File: config.mk
export PLATFORM = sky130hd
export DESIGN_NAME = priority_encoder_serial_flat
export DESIGN_NICKNAME = d
export VERILOG_FILES = /design/src/rtl/priority_encoder_serial_if.sv /design/src/rtl/priority_encoder_serial.sv /design/src/flat_wrapper.sv
export SDC_FILE = /design/constraint.sdc
export NUM_CORES = 1
export LEC_CHECK = 0
export CORE_MARGIN = 2
export CORE_UTILIZATION = 35
export CTS_CLUSTER_SIZE = 25
export DETAILED_ROUTE_END_ITERATION = 6
export DONT_BUFFER_PORTS = 1
export GPL_TIMING_DRIVEN = 0
export PLACE_DENSITY_LB_ADDON = 0.08
export SYNTH_ARGS = -nofsm -noshare
export SYNTH_HDL_FRONTEND = slang
export SYNTH_SLANG_ARGS = --single-unit
File: constraint.sdc
create_clock -name clk -period 6.45 [get_ports clk]
set_clock_uncertainty 0.05 [all_clocks]
set_input_delay 0.645 -clock clk [delete_from_list [all_inputs] [get_ports clk]]
set_output_delay 0.645 -clock clk [all_outputs]
set_load 0.01 [all_outputs]
File: src/rtl/priority_encoder_serial_if.sv
// Handshake bundle for priority_encoder_serial: vector input side and serial index output side.
// The slave modport is the encoder; the master modport is the producer/consumer around it.
interface priority_encoder_serial_if #(
    parameter int WIDTH = 8
) ();
    localparam int IDXW = (WIDTH > 1) ? $clog2(WIDTH) : 1;

    logic             in_valid;
    logic             in_ready;
    logic [WIDTH-1:0] in_vec;
    logic             out_valid;
    logic             out_ready;
    logic [IDXW-1:0]  out_idx;
    logic             out_last;
    logic             zero;
    logic             busy;

    modport slave (
        input  in_valid,
        input  in_vec,
        input  out_ready,
        output in_ready,
        output out_valid,
        output out_idx,
        output out_last,
        output zero,
        output busy
    );

    modport master (
        output in_valid,
        output in_vec,
        output out_ready,
        input  in_ready,
        input  out_valid,
        input  out_idx,
        input  out_last,
        input  zero,
        input  busy
    );
endinterface

File: src/rtl/priority_encoder_serial.sv
// Serial priority encoder: latches a multi-hot vector and drains its set-bit indices one per handshake.
// Define PRIO_ENC_LSB_FIRST_EN to drain lowest index first instead of highest.
module priority_encoder_serial #(
    parameter int WIDTH = 8
) (
    input  logic                    clk,
    input  logic                    rst,
    priority_encoder_serial_if.slave bus
);
    localparam int IDXW = (WIDTH > 1) ? $clog2(WIDTH) : 1;

    typedef enum logic {
        IDLE = 1'b0,
        SCAN = 1'b1
    } state_t;

    state_t           state_q, state_d;
    logic [WIDTH-1:0] pending_q, pending_d;
    logic             zero_q, zero_d;

    logic [IDXW-1:0]  idx;
    logic [WIDTH-1:0] clearMask;
    logic             onlyOne;
    logic             outFire;
    logic             accept;

    // Pick the winning pending bit; later loop iterations override earlier ones.
    always_comb begin
        idx = '0;
`ifdef PRIO_ENC_LSB_FIRST_EN
        for (int i = WIDTH - 1; i >= 0; i--) begin
            if (pending_q[i]) idx = IDXW'(i);
        end
`else
        for (int i = 0; i < WIDTH; i++) begin
            if (pending_q[i]) idx = IDXW'(i);
        end
`endif
        clearMask      = '0;
        clearMask[idx] = 1'b1;
        onlyOne = (pending_q != '0) && ((pending_q & (pending_q - WIDTH'(1))) == '0);
    end

    assign bus.out_valid = (state_q == SCAN);
    assign bus.busy      = (state_q == SCAN);
    assign bus.out_idx   = idx;
    assign bus.out_last  = onlyOne;
    assign bus.zero      = zero_q;
    assign bus.in_ready  = (state_q == IDLE) || (bus.out_valid && bus.out_ready && onlyOne);

    assign outFire = bus.out_valid && bus.out_ready;
    assign accept  = bus.in_valid && bus.in_ready;

    // A new accept wins over the drain of the final bit, giving bubble-free back-to-back vectors.
    always_comb begin
        state_d   = state_q;
        pending_d = pending_q;
        zero_d    = 1'b0;
        if (outFire) begin
            pending_d = pending_q & ~clearMask;
            if (onlyOne) state_d = IDLE;
        end
        if (accept) begin
            if (bus.in_vec != '0) begin
                pending_d = bus.in_vec;
                state_d   = SCAN;
            end else begin
                pending_d = '0;
                state_d   = IDLE;
                zero_d    = 1'b1;
            end
        end
    end

    always_ff @(posedge clk) begin
        if (rst) begin
            state_q   <= IDLE;
            pending_q <= '0;
            zero_q    <= 1'b0;
        end else begin
            state_q   <= state_d;
            pending_q <= pending_d;
            zero_q    <= zero_d;
        end
    end
endmodule

File: src/flat_wrapper.sv
// flat-port wrapper written by rule: the top's interface ports become plain ports
module priority_encoder_serial_flat 
#(
    parameter int WIDTH = 8
)
  (clk, rst, bus_in_valid, bus_in_vec, bus_out_ready, bus_in_ready, bus_out_valid, bus_out_idx, bus_out_last, bus_zero, bus_busy);
  priority_encoder_serial_if #(.WIDTH(WIDTH)) bus_i ();
  input  logic clk;
  input  logic rst;
  input wire logic [$bits(bus_i.in_valid)-1:0] bus_in_valid;
  input wire logic [$bits(bus_i.in_vec)-1:0] bus_in_vec;
  input wire logic [$bits(bus_i.out_ready)-1:0] bus_out_ready;
  output wire logic [$bits(bus_i.in_ready)-1:0] bus_in_ready;
  output wire logic [$bits(bus_i.out_valid)-1:0] bus_out_valid;
  output wire logic [$bits(bus_i.out_idx)-1:0] bus_out_idx;
  output wire logic [$bits(bus_i.out_last)-1:0] bus_out_last;
  output wire logic [$bits(bus_i.zero)-1:0] bus_zero;
  output wire logic [$bits(bus_i.busy)-1:0] bus_busy;
  assign bus_i.in_valid = bus_in_valid;
  assign bus_i.in_vec = bus_in_vec;
  assign bus_i.out_ready = bus_out_ready;
  assign bus_in_ready = bus_i.in_ready;
  assign bus_out_valid = bus_i.out_valid;
  assign bus_out_idx = bus_i.out_idx;
  assign bus_out_last = bus_i.out_last;
  assign bus_zero = bus_i.zero;
  assign bus_busy = bus_i.busy;
  priority_encoder_serial #(.WIDTH(WIDTH)) u_core (.clk(clk), .rst(rst), .bus(bus_i));
endmodule
After elaboration in Yosys (flattened, before gate mapping)
Index checks and enable logic that the tools add are counted.
{"block": "word_totals", "out_inout_bits": 8, "input_bits": 12, "reg_bits": 10, "wordCells": 41}
{"block": "op_classes", "mux": 17, "magnitude_cmp": 2, "bitwise": 5, "addsub": 1, "n_reduce_logical": 13}
{"cell": "$mux W8", "count": 3}
{"cell": "$mux W3", "count": 6}
{"cell": "$and A8 B8 Y8", "count": 2}
{"cell": "$reduce_bool A8 Y1", "count": 2}
{"cell": "$logic_not A8 Y1", "count": 1}
{"cell": "$not A8 Y8", "count": 1}
{"cell": "$sub A8 B1 Y8 const B", "count": 1}
{"cell": "$mux W1", "count": 7}
{"cell": "$logic_and A1 B1 Y1", "count": 5}
{"cell": "$lt A3 B4 Y1 const B", "count": 1}
{"cell": "$reduce_bool A2 Y1", "count": 2}
{"cell": "$demux W1 S3", "count": 1}
{"cell": "$ge A3 B1 Y1 const B", "count": 1}
{"cell": "$not A1 Y1", "count": 2}
{"cell": "$reduce_and A2 Y1", "count": 1}
{"cell": "$reduce_or A2 Y1", "count": 1}
{"cell": "$logic_or A1 B1 Y1", "count": 1}

Logic depth before layout (Yosys ltp)
{"block": "depth", "depth_word": 15, "mapped_depth": 7, "mapped_depth_nobuf": 5}

Least setup slack after synthesis
No wires, ideal clock.
{"block": "synth_path", "path_kind": "flip-flop to output port", "startpoint": "reg u_core.pending_q[4]", "endpoint": "out bus_in_ready", "arrival_time_ps": 1742, "path_buffers": 1, "path_slack_ps": 4013, "path_stages_with_launch": 6, "t_required_ps": 5755, "path_cell_list": "dfxtp_1 > buf_6 > or4_4 > a32o_1 > a211o_1 > and2_2"}
{"block": "synth_between", "elab_chain_cells": 6, "elab_cells_between_ends": 7, "cone_classes": "add/sub (1); bitwise (1); reduce/logical (5)"}
{"element": "start, declared", "line": "priority_encoder_serial.sv:18", "source": "logic [WIDTH-1:0] pending_q, pending_d;"}
{"element": "start signal, assigned", "line": "priority_encoder_serial.sv:82", "source": "pending_q <= pending_d;"}
{"element": "$sub A8 B1 Y8", "line": "priority_encoder_serial.sv:41", "source": "onlyOne = (pending_q != '0) && ((pending_q & (pending_q - WIDTH'(1))) == '0);"}
{"element": "$and A8 B8 Y8", "line": "priority_encoder_serial.sv:41"}
{"element": "$logic_not A8 Y1", "line": "priority_encoder_serial.sv:41"}
{"element": "$logic_and A1 B1 Y1 *", "line": "priority_encoder_serial.sv:41"}
{"element": "$logic_and A1 B1 Y1 *", "line": "priority_encoder_serial.sv:49", "source": "assign bus.in_ready = (state_q == IDLE) || (bus.out_valid && bus.out_ready && onlyOne);"}
{"element": "$logic_or A1 B1 Y1 *", "line": "priority_encoder_serial.sv:49"}
{"element": "end, declared", "line": "flat_wrapper.sv:13", "source": "output wire logic [$bits(bus_i.in_ready)-1:0] bus_in_ready;"}
Mark *: on every way between the ends. The rest lies on a longest branch, timed or not.

Final worst setup path
Same ends and word-level chain as after synthesis.

==> flow_metrics.env <==
export IMPL_outcome="completed"
export IMPL_cts_made_buffers=3
export IMPL_clockRootBuffer="clkbuf_4"
export IMPL_grt_first_pass_wirelength_microns=2829
export IMPL_wl_per_cell_microns=14.18
export IMPL_tightest_slew_ns=0.5850
export IMPL_nets=107
export IMPL_clock_latency_ns=0.26
export IMPL_gp_congestion=0.7427
export IMPL_ys_flop_type="dfxtp_1"
export IMPL_clock_fmax_mhz=351.4
export IMPL_yosys_top_cells_area="dfxtp_1 (28%), nand2_1 (5.8%), mux2i_1 (5.7%), inv_1 (3.7%), nor2_1 (3.7%)"
export IMPL_ys_types=38
export IMPL_power_density_nw_per_um2=269.3
export IMPL_vias_per_cell=5.455
export IMPL_io_pins=20
export IMPL_hold_path_class="in -> reg"
export IMPL_period_minus_slack_ns=2.845
export IMPL_core_sq_um=1942
export IMPL_arrival_ns=2.15
export IMPL_startpoint="u_core.pending_q[4]"
export IMPL_syn_inst=90
export IMPL_ir_drop_mv=0.1126
export IMPL_die_y_microns=48.94
export IMPL_hp_start="rst"
export IMPL_ant_nets=0
export IMPL_crit_chain="buf_6, or4_4, a32o_1, a211o_1, and2_2"
export IMPL_cts_resized=0
export IMPL_fin_crit_sh_pct=44.12
export IMPL_cts_hold_buf=0
export IMPL_overflow=0
export IMPL_async_reset_ff_share_pct=0
export IMPL_cp_max_fo=8
export IMPL_ys_top_cells_by_count="nand2_1 (11), dfxtp_1 (10), inv_1 (7), nor2_1 (7), a21oi_1 (5)"
export IMPL_yosysTopAreaCell="dfxtp_1"
export IMPL_synth_edff_count=0
export IMPL_reg2reg_from="u_core.pending_q[4]"
export IMPL_rows=16
export IMPL_maxCapViolations=0
export IMPL_portBuffers=0
export IMPL_yosysTopAreaCellShare_pct=28.32
export IMPL_drive_gt1_share_pct=18.09
export IMPL_die_w_microns=48.94
export IMPL_p_leak_nw=0.2939
export IMPL_drt_iter0_drc=12
export IMPL_synthMostInstantiatedCell="nand2_1"
export IMPL_wl_microns=1716
export IMPL_required_ns=5.75
export IMPL_htree_levels=1
export IMPL_yosys_warnings=0
export IMPL_setup_tns_final_ns=0
export IMPL_grt_start_max_net_pins=11
export IMPL_critPathCaptureType="primary output"
export IMPL_crit_slowest_cell="or4_4"
export IMPL_critPathLaunchType="register"
export IMPL_setup_violations=0
export IMPL_maxSlewHeadroom_pct=60.82
export IMPL_clkSinkCount=10
export IMPL_clkTransAtPathRegs_ns=0.07
export IMPL_final_hold_violation_count=0
export IMPL_ys_seq_elements=10
export IMPL_drc=0
export IMPL_num_vias=660
export IMPL_clockBufferDepth=2
export IMPL_grt_antenna_before_repair=0
export IMPL_critPathKind="reg -> out"
export IMPL_rsz0062_at_grt="false"
export IMPL_cts_tree="yes"
export IMPL_critPathMaxStageDelay_ns=0.55
export IMPL_slew_viol_final=0
export IMPL_dp_final_hpwl_microns=1326
export IMPL_post_cts_buffers=0
export IMPL_ys_seq_area_share_pct=28.32
export IMPL_synth_area_per_cell_sq_um=7.855
export IMPL_die_area_sq_um=2395
export IMPL_firstDrtPassIters=4
export IMPL_first_global_vias=649
export IMPL_start_util_pct=36.40
export IMPL_area_growth_pct=9.911
export IMPL_syn_nets=102
export IMPL_synth_area_sq_um=706.9
export IMPL_utilization_pct=40.01
export IMPL_grt_use_total_pct=15.02
export IMPL_antenna_cells=0
export IMPL_rrSetupSlack_ns=4.06
-- final cells by class --
class,instances,area (sq um)
Buffer,6,55.05
Clock buffer,4,36.28
Fill cell,212,1165
Inverter,7,26.28
Multi-Input combinational cell,67,425.4
Sequential cell,10,200.2
Tap cell,27,33.78
-- registers in the layout, summed over array words and instances, names as in the netlist --
register / flops
u_core.bus.busy: 1
u_core.bus.zero: 1
u_core.pending_q: 8
-- routing by layer --
| metal | share of wire (%) | vias up | global-route usage, % |
|---|---|---|---|
| met1 | 50 | 309 | 19.47 |
| met3 | 5.4 | 2 | 3.067 |
| li1 | - | 335 | - |
| met2 | 44 | 14 | 24.43 |
| met4 | 0.52 | 0 | 5.714 |
| met5 | 0 | - | 0 |
-- worst paths after layout --
check / endpoint / cells after the start
setup / recovery: bus_in_ready / 5
hold reg to reg: u_core.pending_q[1] / 2
setup reg to reg: u_core.pending_q[1] / 7
hold / removal: u_core.bus.busy / 1
-- stage by stage --
stage,power (mW),cell area [sq um],hold slack (ns),std cells,setup slack (ns)
after floorplan,0.1405,706.9,0.4520,90,4.013
after global placement,0.1542,740.7,0.5053,117,3.912
after detailed placement,0.1541,740.7,0.4938,117,3.910
after CTS,0.2101,777.0,0.3882,121,3.609
after global routing,0.2228,777.0,0.3796,121,3.508
final,0.2093,777.0,0.3890,121,3.605
-- where the power goes --
group          internal [mW]  leakage [nW]  switching, mW
sequential            0.0679        0.0821        0.00805
clock                 0.0343        0.0210         0.0219
combinational         0.0334         0.191         0.0437
-- placed cells by master (no fill, tap or decap), drive strengths merged, types with 2 or more instances in the layout --
cell type	count
nor3	3
nor4	4
dfxtp	10
inv	7
o31ai	2
o21ai	3
nor2	7
and2b	2
buf	3
nand4	2
mux2i	4
nand3	3
a31oi	3
a21oi	5
nand2	11
clkbuf	7
-- kinds of logic after synthesis --
group / synth area share [%]
simple gates: 30.62
compound gates: 22.66
buf+inv: 11.50
flops: 28.32
mux: 5.664
xor+xnor: 1.239
-- critical path: cells and delay by family, from the launching register on --
kind                   cells  cell delay [ns]
flip-flops                 1             0.31
AO/OA/AOI/OAI              2             0.66
buffers and inverters      1             0.13
AND/OR/NAND/NOR            2             0.79
(Power assumes the default switching activity.)
